`config.mk`:
```
export PLATFORM = sky130hd
export DESIGN_NAME = mt_fetch_sched_flat
export DESIGN_NICKNAME = d
export VERILOG_FILES = /design/src/rtl/mt_fetch_sched_pkg.sv /design/src/rtl/mt_fetch_sched_if.sv /design/src/rtl/mt_fetch_sched_rr_pick.sv /design/src/rtl/mt_fetch_sched.sv /design/src/flat_wrapper.sv
export SDC_FILE = /design/constraint.sdc
export NUM_CORES = 1
export LEC_CHECK = 0
export ABC_AREA = 1
export ABC_CLOCK_PERIOD_IN_PS = 6600
export CAP_MARGIN = 20
export CELL_PAD_IN_SITES_DETAIL_PLACEMENT = 1
export CELL_PAD_IN_SITES_GLOBAL_PLACEMENT = 1
export CORE_ASPECT_RATIO = 1.4
export CORE_UTILIZATION = 41
export CTS_CLUSTER_DIAMETER = 80
export CTS_CLUSTER_SIZE = 12
export DETAILED_ROUTE_END_ITERATION = 8
export GPL_TIMING_DRIVEN = 1
export PLACE_DENSITY = 0.9
export SKIP_CTS_REPAIR_TIMING = 1
export SYNTH_ARGS = -nofsm -noshare
export SYNTH_HDL_FRONTEND = slang
export SYNTH_SLANG_ARGS = --single-unit
```
`constraint.sdc`:
```
create_clock -name clk -period 6.6 [get_ports clk]
set_clock_uncertainty 0.15 [all_clocks]
set_input_delay 1.32 -clock clk [delete_from_list [all_inputs] [get_ports clk]]
set_output_delay 1.32 -clock clk [all_outputs]
set_load 0.005 [all_outputs]
```
`src/rtl/mt_fetch_sched_pkg.sv`:
```
// mt_pkg: shared constants and one-hot/index/rotate-priority helpers for the fetch scheduler
package mt_pkg;
  localparam int MAX_T = 16;
  localparam int PC_INCR_DEF = 4;
  function automatic logic [MAX_T-1:0] to_onehot(input int idx);
    logic [MAX_T-1:0] r;
    r = '0;
    r[idx[3:0]] = 1'b1;
    return r;
  endfunction
  function automatic int to_index(input logic [MAX_T-1:0] oh);
    int r;
    r = 0;
    for (int i = 0; i < MAX_T; i++) if (oh[i]) r = r | i;
    return r;
  endfunction
  // first set bit of mask in order cur+1 .. cur (wrapping), -1 when mask is empty
  function automatic int rot_pick(input logic [MAX_T-1:0] mask, input int cur, input int n);
    int r;
    int j;
    r = -1;
    for (int k = n; k >= 1; k--) begin
      j = (cur + k) % n;
      if (mask[j]) r = j;
    end
    return r;
  endfunction
endpackage

```
`src/rtl/mt_fetch_sched_if.sv`:
```
// mt_fetch_sched_if: scheduler control, redirect, fetch issue and debug signals
interface mt_fetch_sched_if #(
  parameter int NUM_THREADS = 4,
  parameter int PC_WIDTH = 32,
  parameter int TID_W = $clog2(NUM_THREADS)
);
  logic fetch_en;
  logic [NUM_THREADS-1:0] thread_en;
  logic redirect_valid;
  logic [NUM_THREADS-1:0] redirect_thread;
  logic [PC_WIDTH-1:0] redirect_pc;
  logic fetch_valid;
  logic [PC_WIDTH-1:0] fetch_pc;
  logic [NUM_THREADS-1:0] fetch_thread;
  logic redirect_err;
  logic [TID_W-1:0] dbg_tid;
  logic [PC_WIDTH-1:0] dbg_pc;
  modport master (
    output fetch_en, thread_en, redirect_valid, redirect_thread, redirect_pc, dbg_tid,
    input fetch_valid, fetch_pc, fetch_thread, redirect_err, dbg_pc
  );
  modport slave (
    input fetch_en, thread_en, redirect_valid, redirect_thread, redirect_pc, dbg_tid,
    output fetch_valid, fetch_pc, fetch_thread, redirect_err, dbg_pc
  );
endinterface

```
`src/rtl/mt_fetch_sched_rr_pick.sv`:
```
// rr_pick: rotating priority picker, the thread after cur has highest priority and cur lowest
module rr_pick import mt_pkg::*; #(
  parameter int N = 4
) (
  input  logic [N-1:0] mask,
  input  logic [N-1:0] cur,
  output logic [N-1:0] next,
  output logic found
);
  int idx;
  // search from the slot after the last-issued thread, wrapping back to it
  always_comb begin
    idx = rot_pick(MAX_T'(mask), to_index(MAX_T'(cur)), N);
    found = idx >= 0;
    next = found ? N'(to_onehot(idx)) : '0;
  end
endmodule

```
`src/rtl/mt_fetch_sched.sv`:
```
// mt_fetch_sched: per-thread PC file with round-robin fetch issue and MEM-stage redirects
module mt_fetch_sched import mt_pkg::*; #(
  parameter int NUM_THREADS = 4,
  parameter int PC_WIDTH = 32,
  parameter int RESET_BASE = 0,
  parameter int RESET_STRIDE = 4,
  parameter int PC_INCR = PC_INCR_DEF,
  parameter int TID_W = $clog2(NUM_THREADS)
) (
  input logic clk,
  input logic reset,
  mt_fetch_sched_if.slave bus
);
  logic [PC_WIDTH-1:0] pc [NUM_THREADS];
  logic [NUM_THREADS-1:0] cur, nxt;
  logic found, rd_oh, rd_ok, issue;
  logic [PC_WIDTH-1:0] rd_pc, sel_pc, iss_pc, dbg;
  rr_pick #(.N(NUM_THREADS)) u_pick (.mask(bus.thread_en), .cur(cur), .next(nxt), .found(found));
  // redirect qualification, selected PC with same-cycle redirect bypass, debug readback
  always_comb begin
    rd_oh = $onehot(bus.redirect_thread);
    rd_ok = bus.redirect_valid && rd_oh;
    rd_pc = {bus.redirect_pc[PC_WIDTH-1:2], 2'b00};
    issue = bus.fetch_en && found;
    sel_pc = '0;
    dbg = '0;
    for (int i = 0; i < NUM_THREADS; i++) begin
      sel_pc = sel_pc | (nxt[i] ? pc[i] : '0);
      if (bus.dbg_tid == TID_W'(i)) dbg = pc[i];
    end
    iss_pc = (rd_ok && bus.redirect_thread == nxt) ? rd_pc : sel_pc;
  end
  assign bus.dbg_pc = dbg;
  // issue registers, last-issued pointer, sticky error and PC updates; redirects apply even when stalled
  always_ff @(posedge clk or posedge reset) begin
    if (reset) begin
      cur <= NUM_THREADS'(1) << (NUM_THREADS - 1);
      bus.fetch_valid <= 1'b0;
      bus.fetch_pc <= '0;
      bus.fetch_thread <= '0;
      bus.redirect_err <= 1'b0;
      for (int i = 0; i < NUM_THREADS; i++) pc[i] <= PC_WIDTH'(RESET_BASE + i * RESET_STRIDE);
    end else begin
      bus.redirect_err <= bus.redirect_err | (bus.redirect_valid && (!rd_oh || bus.redirect_pc[1:0] != 2'b00));
      if (bus.fetch_en) begin
        bus.fetch_valid <= found;
        bus.fetch_thread <= found ? nxt : '0;
        if (found) begin
          bus.fetch_pc <= iss_pc;
          cur <= nxt;
        end
      end
      for (int i = 0; i < NUM_THREADS; i++)
        if (issue && nxt[i]) pc[i] <= iss_pc + PC_WIDTH'(PC_INCR);
        else if (rd_ok && bus.redirect_thread[i]) pc[i] <= rd_pc;
    end
  end
endmodule

```
`src/flat_wrapper.sv`:
```
// flat-port wrapper written by rule: the top's interface ports become plain ports
module mt_fetch_sched_flat import mt_pkg::*;
#(
  parameter int NUM_THREADS = 4,
  parameter int PC_WIDTH = 32,
  parameter int RESET_BASE = 0,
  parameter int RESET_STRIDE = 4,
  parameter int PC_INCR = PC_INCR_DEF,
  parameter int TID_W = $clog2(NUM_THREADS)
)
  (clk, reset, bus_fetch_en, bus_thread_en, bus_redirect_valid, bus_redirect_thread, bus_redirect_pc, bus_dbg_tid, bus_fetch_valid, bus_fetch_pc, bus_fetch_thread, bus_redirect_err, bus_dbg_pc);
  mt_fetch_sched_if #(.NUM_THREADS(NUM_THREADS), .PC_WIDTH(PC_WIDTH), .TID_W(TID_W)) bus_i ();
  input logic clk;
  input logic reset;
  input wire logic [$bits(bus_i.fetch_en)-1:0] bus_fetch_en;
  input wire logic [$bits(bus_i.thread_en)-1:0] bus_thread_en;
  input wire logic [$bits(bus_i.redirect_valid)-1:0] bus_redirect_valid;
  input wire logic [$bits(bus_i.redirect_thread)-1:0] bus_redirect_thread;
  input wire logic [$bits(bus_i.redirect_pc)-1:0] bus_redirect_pc;
  input wire logic [$bits(bus_i.dbg_tid)-1:0] bus_dbg_tid;
  output wire logic [$bits(bus_i.fetch_valid)-1:0] bus_fetch_valid;
  output wire logic [$bits(bus_i.fetch_pc)-1:0] bus_fetch_pc;
  output wire logic [$bits(bus_i.fetch_thread)-1:0] bus_fetch_thread;
  output wire logic [$bits(bus_i.redirect_err)-1:0] bus_redirect_err;
  output wire logic [$bits(bus_i.dbg_pc)-1:0] bus_dbg_pc;
  assign bus_i.fetch_en = bus_fetch_en;
  assign bus_i.thread_en = bus_thread_en;
  assign bus_i.redirect_valid = bus_redirect_valid;
  assign bus_i.redirect_thread = bus_redirect_thread;
  assign bus_i.redirect_pc = bus_redirect_pc;
  assign bus_i.dbg_tid = bus_dbg_tid;
  assign bus_fetch_valid = bus_i.fetch_valid;
  assign bus_fetch_pc = bus_i.fetch_pc;
  assign bus_fetch_thread = bus_i.fetch_thread;
  assign bus_redirect_err = bus_i.redirect_err;
  assign bus_dbg_pc = bus_i.dbg_pc;
  mt_fetch_sched #(.NUM_THREADS(NUM_THREADS), .PC_WIDTH(PC_WIDTH), .RESET_BASE(RESET_BASE), .RESET_STRIDE(RESET_STRIDE), .PC_INCR(PC_INCR), .TID_W(TID_W)) u_core (.clk(clk), .reset(reset), .bus(bus_i));
endmodule
```
==> impl_metrics.json <==
{
  "status": "finished, final reports clean",
  "die-area_um2": 28070,
  "area_used_by_multi_input_combinational_logic_um2": 6032,
  "yosysWarnings": 0,
  "grt_start_max_net_pins": 98,
  "top_level_ports": 116,
  "layout.area.seq_um2": 4235,
  "clk_buf_depth": 2,
  "detail_route.first_pass.iterations": 5,
  "syn_inst": 1674,
  "cts.root.buffer_cell": "sky130_fd_sc_hd__clkbuf_16",
  "max_freq_mhz": 178.9,
  "detail_route.vias_per_cell": 6.119,
  "synth_top_family_by_area": "simple AND/OR/NAND/NOR gates",
  "synth_simple_gate_area_share": 0.3725,
  "syn_nets": 1725,
  "cts.sink_count": 169,
  "cts_tree": "yes",
  "initial_antenna_violation_count": 1,
  "worstSkewPairLatency_ns": 0.45,
  "layout_cells_sized_above_1": 0.08282,
  "critical_path_cell_count": 20,
  "postSynthRegisterBits": 169,
  "vias": 13100,
  "number_of_inserted_diodes": 0,
  "setup_tns_ns": 0,
  "placed_cell_area_um2": 12780,
  "setup.worst_path.class": "input pin to flop",
  "period_needed_ns": 5.591,
  "initial_utilization": 0.4172,
  "synth_compound_area_frac": 0.1422,
  "grt_pass1_vias": 13990,
  "critical_path.top_delay_family": "simple AND/OR/NAND/NOR gates",
  "worst_pin_slew_ns": 1.214,
  "crit_path_start_kind": "input pin",
  "ys_seq_area_frac": 0.3771,
  "cts.reportedPaths.clkPinSlew_ns": 0.07,
  "worstSetupEndpointType": "flop",
  "synth.avg_cell_area_um2": 6.709,
  "crit_chain": "clkdlybuf4s50_1 > ha_1 > ha_1 > fa_1 > inv_1 > nand4_1 > inv_1 > nand2_2 > nor2_8 > nand2_8 > nand2_1 > o21ai_2 > inv_2 > ha_1 > nand3_2 > nor2_4 > nand2_2 > xor2_1 > nand2_1 > nand2_1",
  "crit_path_largest_cell_delay_ns": 0.47,
  "design_area_um2": 13380,
  "holdPathStages": 2,
  "synthArstFlopShare": 1.000,
  "totalWireLength_um": 51040,
  "port-buffer-count": 115,
  "htree_num_levels": 4,
  "synth_adder_area_share": 0.006239,
  "syn-cell-area_um2": 11230,
  "timing.critical_path.slowest_stage_cell": "sky130_fd_sc_hd__clkdlybuf4s50_1",
  "data_arrival_time_of_the_critical_path_ns": 5.83,
  "rows": 71,
  "post-route-drc-count": 0,
  "die_width_um": 141.9,
  "fill_cells": 3533,
  "r2r.worst_path.cells": 29,
  "drtIter0Drc": 1129,
  "crit_required_ns": 6.84,
  "final_min_period_over_clock_period": 0.8471,
  "grtUsageTotal": 0.3768,
  "netlist-cell-type-count": 44,
  "finalSetupViolations": 0,
  "area_delta_synth_final_pct": 19.10,
  "die_h_um": 197.8,
  "edff_count_synth": 0,
  "whs_ns": 0.3276,
  "wl_per_cell_um": 23.85,
  "timing.hold.worst.class": "flop to flop",
  "grt.overflow.total": 0,
  "grt_setup_unrepaired": "no",
  "most_common_flop_cell_mapped_by_yosys": "sky130_fd_sc_hd__dfrtp_1",
  "final_antenna_violating_net_count": 0,
  "crit_fanout": 50,
  "grt_first_pass_wirelength_um": 78890,
  "hold_violations": 0,
  "slew_headroom": 0.1897,
  "crit_buf_inv": 4,
  "final-max-slew-violation-count": 0,
  "coreArea_um2": 26920,
  "drv.max_cap_violation_count": 0,
  "place_hpwl_um": 32690,
  "synth-xor-area-share": 0.01370,
  "fin_nets": 1813,
  "post_synth_mux_area_share": 0,
  "gpl_wtd_cong": 0.9790,
  "cts_made_buffers": 17
}
==> sequential cells by signal, summed over array words and instances, names as in the netlist <==
| signal | flops |
|---|---|
| u_core.bus.fetch_pc | 32 |
| u_core.cur | 3 |
| u_core.bus.fetch_thread | 4 |
| u_core.pc | 128 |
| u_core.bus.redirect_err | 1 |
| u_core.bus.fetch_valid | 1 |
==> layer usage <==
layer / part of all wire / GRT usage / up-vias
met3: 0.092 / 0.07594 / 316
met5: 0.00016 / 0 / -
met2: 0.47 / 0.6189 / 849
met1: 0.35 / 0.4227 / 6335
met4: 0.082 / 0.3074 / 2
li1: - / - / 5593
==> cells by family after synthesis <==
group | after synthesis
DFF | 169
buffers and inverters | 248
AOI/OAI and AO/OA | 254
xor gates and xnor gates | 15
and+or+nand+nor | 983
adders and majority gates | 5
==> worst min-delay path, delay by kind of cell (launching register included) <==
| family | cells | cell delay, ns |
|---|---|---|
| buffers and inverters | 1 | 0.04 |
| and+or+nand+nor | 1 | 0.05 |
| DFF | 1 | 0.35 |
==> layout make-up <==
class,count,share of cell area
Multi-Input combinational cell,1257,0.4510
Sequential cell,169,0.3167
Timing Repair Buffer,152,0.1068
Inverter,165,0.04668
Tap cell,365,0.03414
Clock buffer,21,0.03368
Clock inverter,11,0.01104
==> layout by cell type (no fill, tap or decap), types with 3 or more instances in the layout <==
cell and instances:
sky130_fd_sc_hd__nand2_1 613, sky130_fd_sc_hd__nor2_1 164, sky130_fd_sc_hd__dfrtp_1 164, sky130_fd_sc_hd__inv_1 152
sky130_fd_sc_hd__nand3_1 116, sky130_fd_sc_hd__clkdlybuf4s50_1 115, sky130_fd_sc_hd__o21ai_0 55, sky130_fd_sc_hd__a31oi_1 53
sky130_fd_sc_hd__a21oi_1 43, sky130_fd_sc_hd__buf_4 37, sky130_fd_sc_hd__o22ai_1 32, sky130_fd_sc_hd__nand2_2 20
sky130_fd_sc_hd__nor2_2 18, sky130_fd_sc_hd__a21boi_0 17, sky130_fd_sc_hd__clkbuf_16 17, sky130_fd_sc_hd__nand4_1 14
sky130_fd_sc_hd__o211ai_1 14, sky130_fd_sc_hd__nand3b_1 13, sky130_fd_sc_hd__xor2_1 12, sky130_fd_sc_hd__o311ai_0 11
sky130_fd_sc_hd__o2111ai_1 11, sky130_fd_sc_hd__inv_2 7, sky130_fd_sc_hd__nand3_2 6, sky130_fd_sc_hd__nor2_4 6
sky130_fd_sc_hd__o221ai_1 6, sky130_fd_sc_hd__nand2_4 5, sky130_fd_sc_hd__o21ai_2 5, sky130_fd_sc_hd__clkinv_1 5
sky130_fd_sc_hd__dfstp_2 5, sky130_fd_sc_hd__ha_1 4, sky130_fd_sc_hd__clkinvlp_4 4, sky130_fd_sc_hd__nor3_1 3
sky130_fd_sc_hd__xor2_2 3, sky130_fd_sc_hd__bufinv_16 3, sky130_fd_sc_hd__clkbuf_1 3
==> cells in the mapped netlist (4+ instances only) <==
| cell type | count | area (um2) |
|---|---|---|
| sky130_fd_sc_hd__a21boi_0 | 17 | 127.6 |
| sky130_fd_sc_hd__a21oi_1 | 43 | 215.2 |
| sky130_fd_sc_hd__a31oi_1 | 53 | 331.6 |
| sky130_fd_sc_hd__buf_1 | 5 | 18.77 |
| sky130_fd_sc_hd__buf_2 | 12 | 60.06 |
| sky130_fd_sc_hd__buf_4 | 6 | 45.04 |
| sky130_fd_sc_hd__clkbuf_1 | 57 | 214.0 |
| sky130_fd_sc_hd__clkinv_1 | 5 | 18.77 |
| sky130_fd_sc_hd__dfrtp_1 | 164 | 4104 |
| sky130_fd_sc_hd__dfstp_2 | 5 | 131.4 |
| sky130_fd_sc_hd__ha_1 | 4 | 50.05 |
| sky130_fd_sc_hd__inv_1 | 153 | 574.3 |
| sky130_fd_sc_hd__inv_2 | 7 | 26.28 |
| sky130_fd_sc_hd__nand2_1 | 613 | 2301 |
| sky130_fd_sc_hd__nand2_2 | 20 | 125.1 |
| sky130_fd_sc_hd__nand2_4 | 5 | 56.30 |
| sky130_fd_sc_hd__nand3_1 | 116 | 580.6 |
| sky130_fd_sc_hd__nand3_2 | 6 | 60.06 |
| sky130_fd_sc_hd__nand3b_1 | 13 | 97.59 |
| sky130_fd_sc_hd__nand4_1 | 14 | 87.58 |
| sky130_fd_sc_hd__nor2_1 | 173 | 649.4 |
| sky130_fd_sc_hd__nor2_2 | 10 | 62.56 |
| sky130_fd_sc_hd__nor2_4 | 5 | 56.30 |
| sky130_fd_sc_hd__o2111ai_1 | 11 | 96.34 |
| sky130_fd_sc_hd__o211ai_1 | 14 | 105.1 |
| sky130_fd_sc_hd__o21ai_0 | 55 | 275.3 |
| sky130_fd_sc_hd__o21ai_2 | 5 | 43.79 |
| sky130_fd_sc_hd__o221ai_1 | 6 | 52.55 |
| sky130_fd_sc_hd__o22ai_1 | 32 | 200.2 |
| sky130_fd_sc_hd__o311ai_0 | 11 | 96.34 |
| sky130_fd_sc_hd__xor2_1 | 12 | 105.1 |
==> per-stage QoR <==
| stage | utilization | setup slack (ns) | instances |
|---|---|---|---|
| detailed placement | 0.4747 | 0.7058 | 2108 |
| finish | 0.4969 | 1.009 | 2140 |
| CTS | 0.4969 | 1.123 | 2140 |
| global placement | 0.4747 | 0.9212 | 2108 |
| floorplan | - | 0.5632 | 1674 |
| global route | 0.4969 | 0.8015 | 2140 |
==> final timing paths <==
kind / startpoint / endpoint / slack, ns
setup / recovery: bus_redirect_thread[2] / u_core.pc[12] / 1.01
min in group asynchronous: reset / u_core.bus.fetch_pc[6] / 1.31
max in group asynchronous: reset / u_core.pc[52] / 3.81
hold reg to reg: u_core.bus.redirect_err / u_core.bus.redirect_err / 0.33
hold / removal: u_core.bus.redirect_err / u_core.bus.redirect_err / 0.33
setup reg to reg: u_core.cur[3] / u_core.pc[29] / 1.97
Power is left out: the tool's default activity adds up to more than one toggle a clock period on the data nets, which glitch-free logic cannot reach.
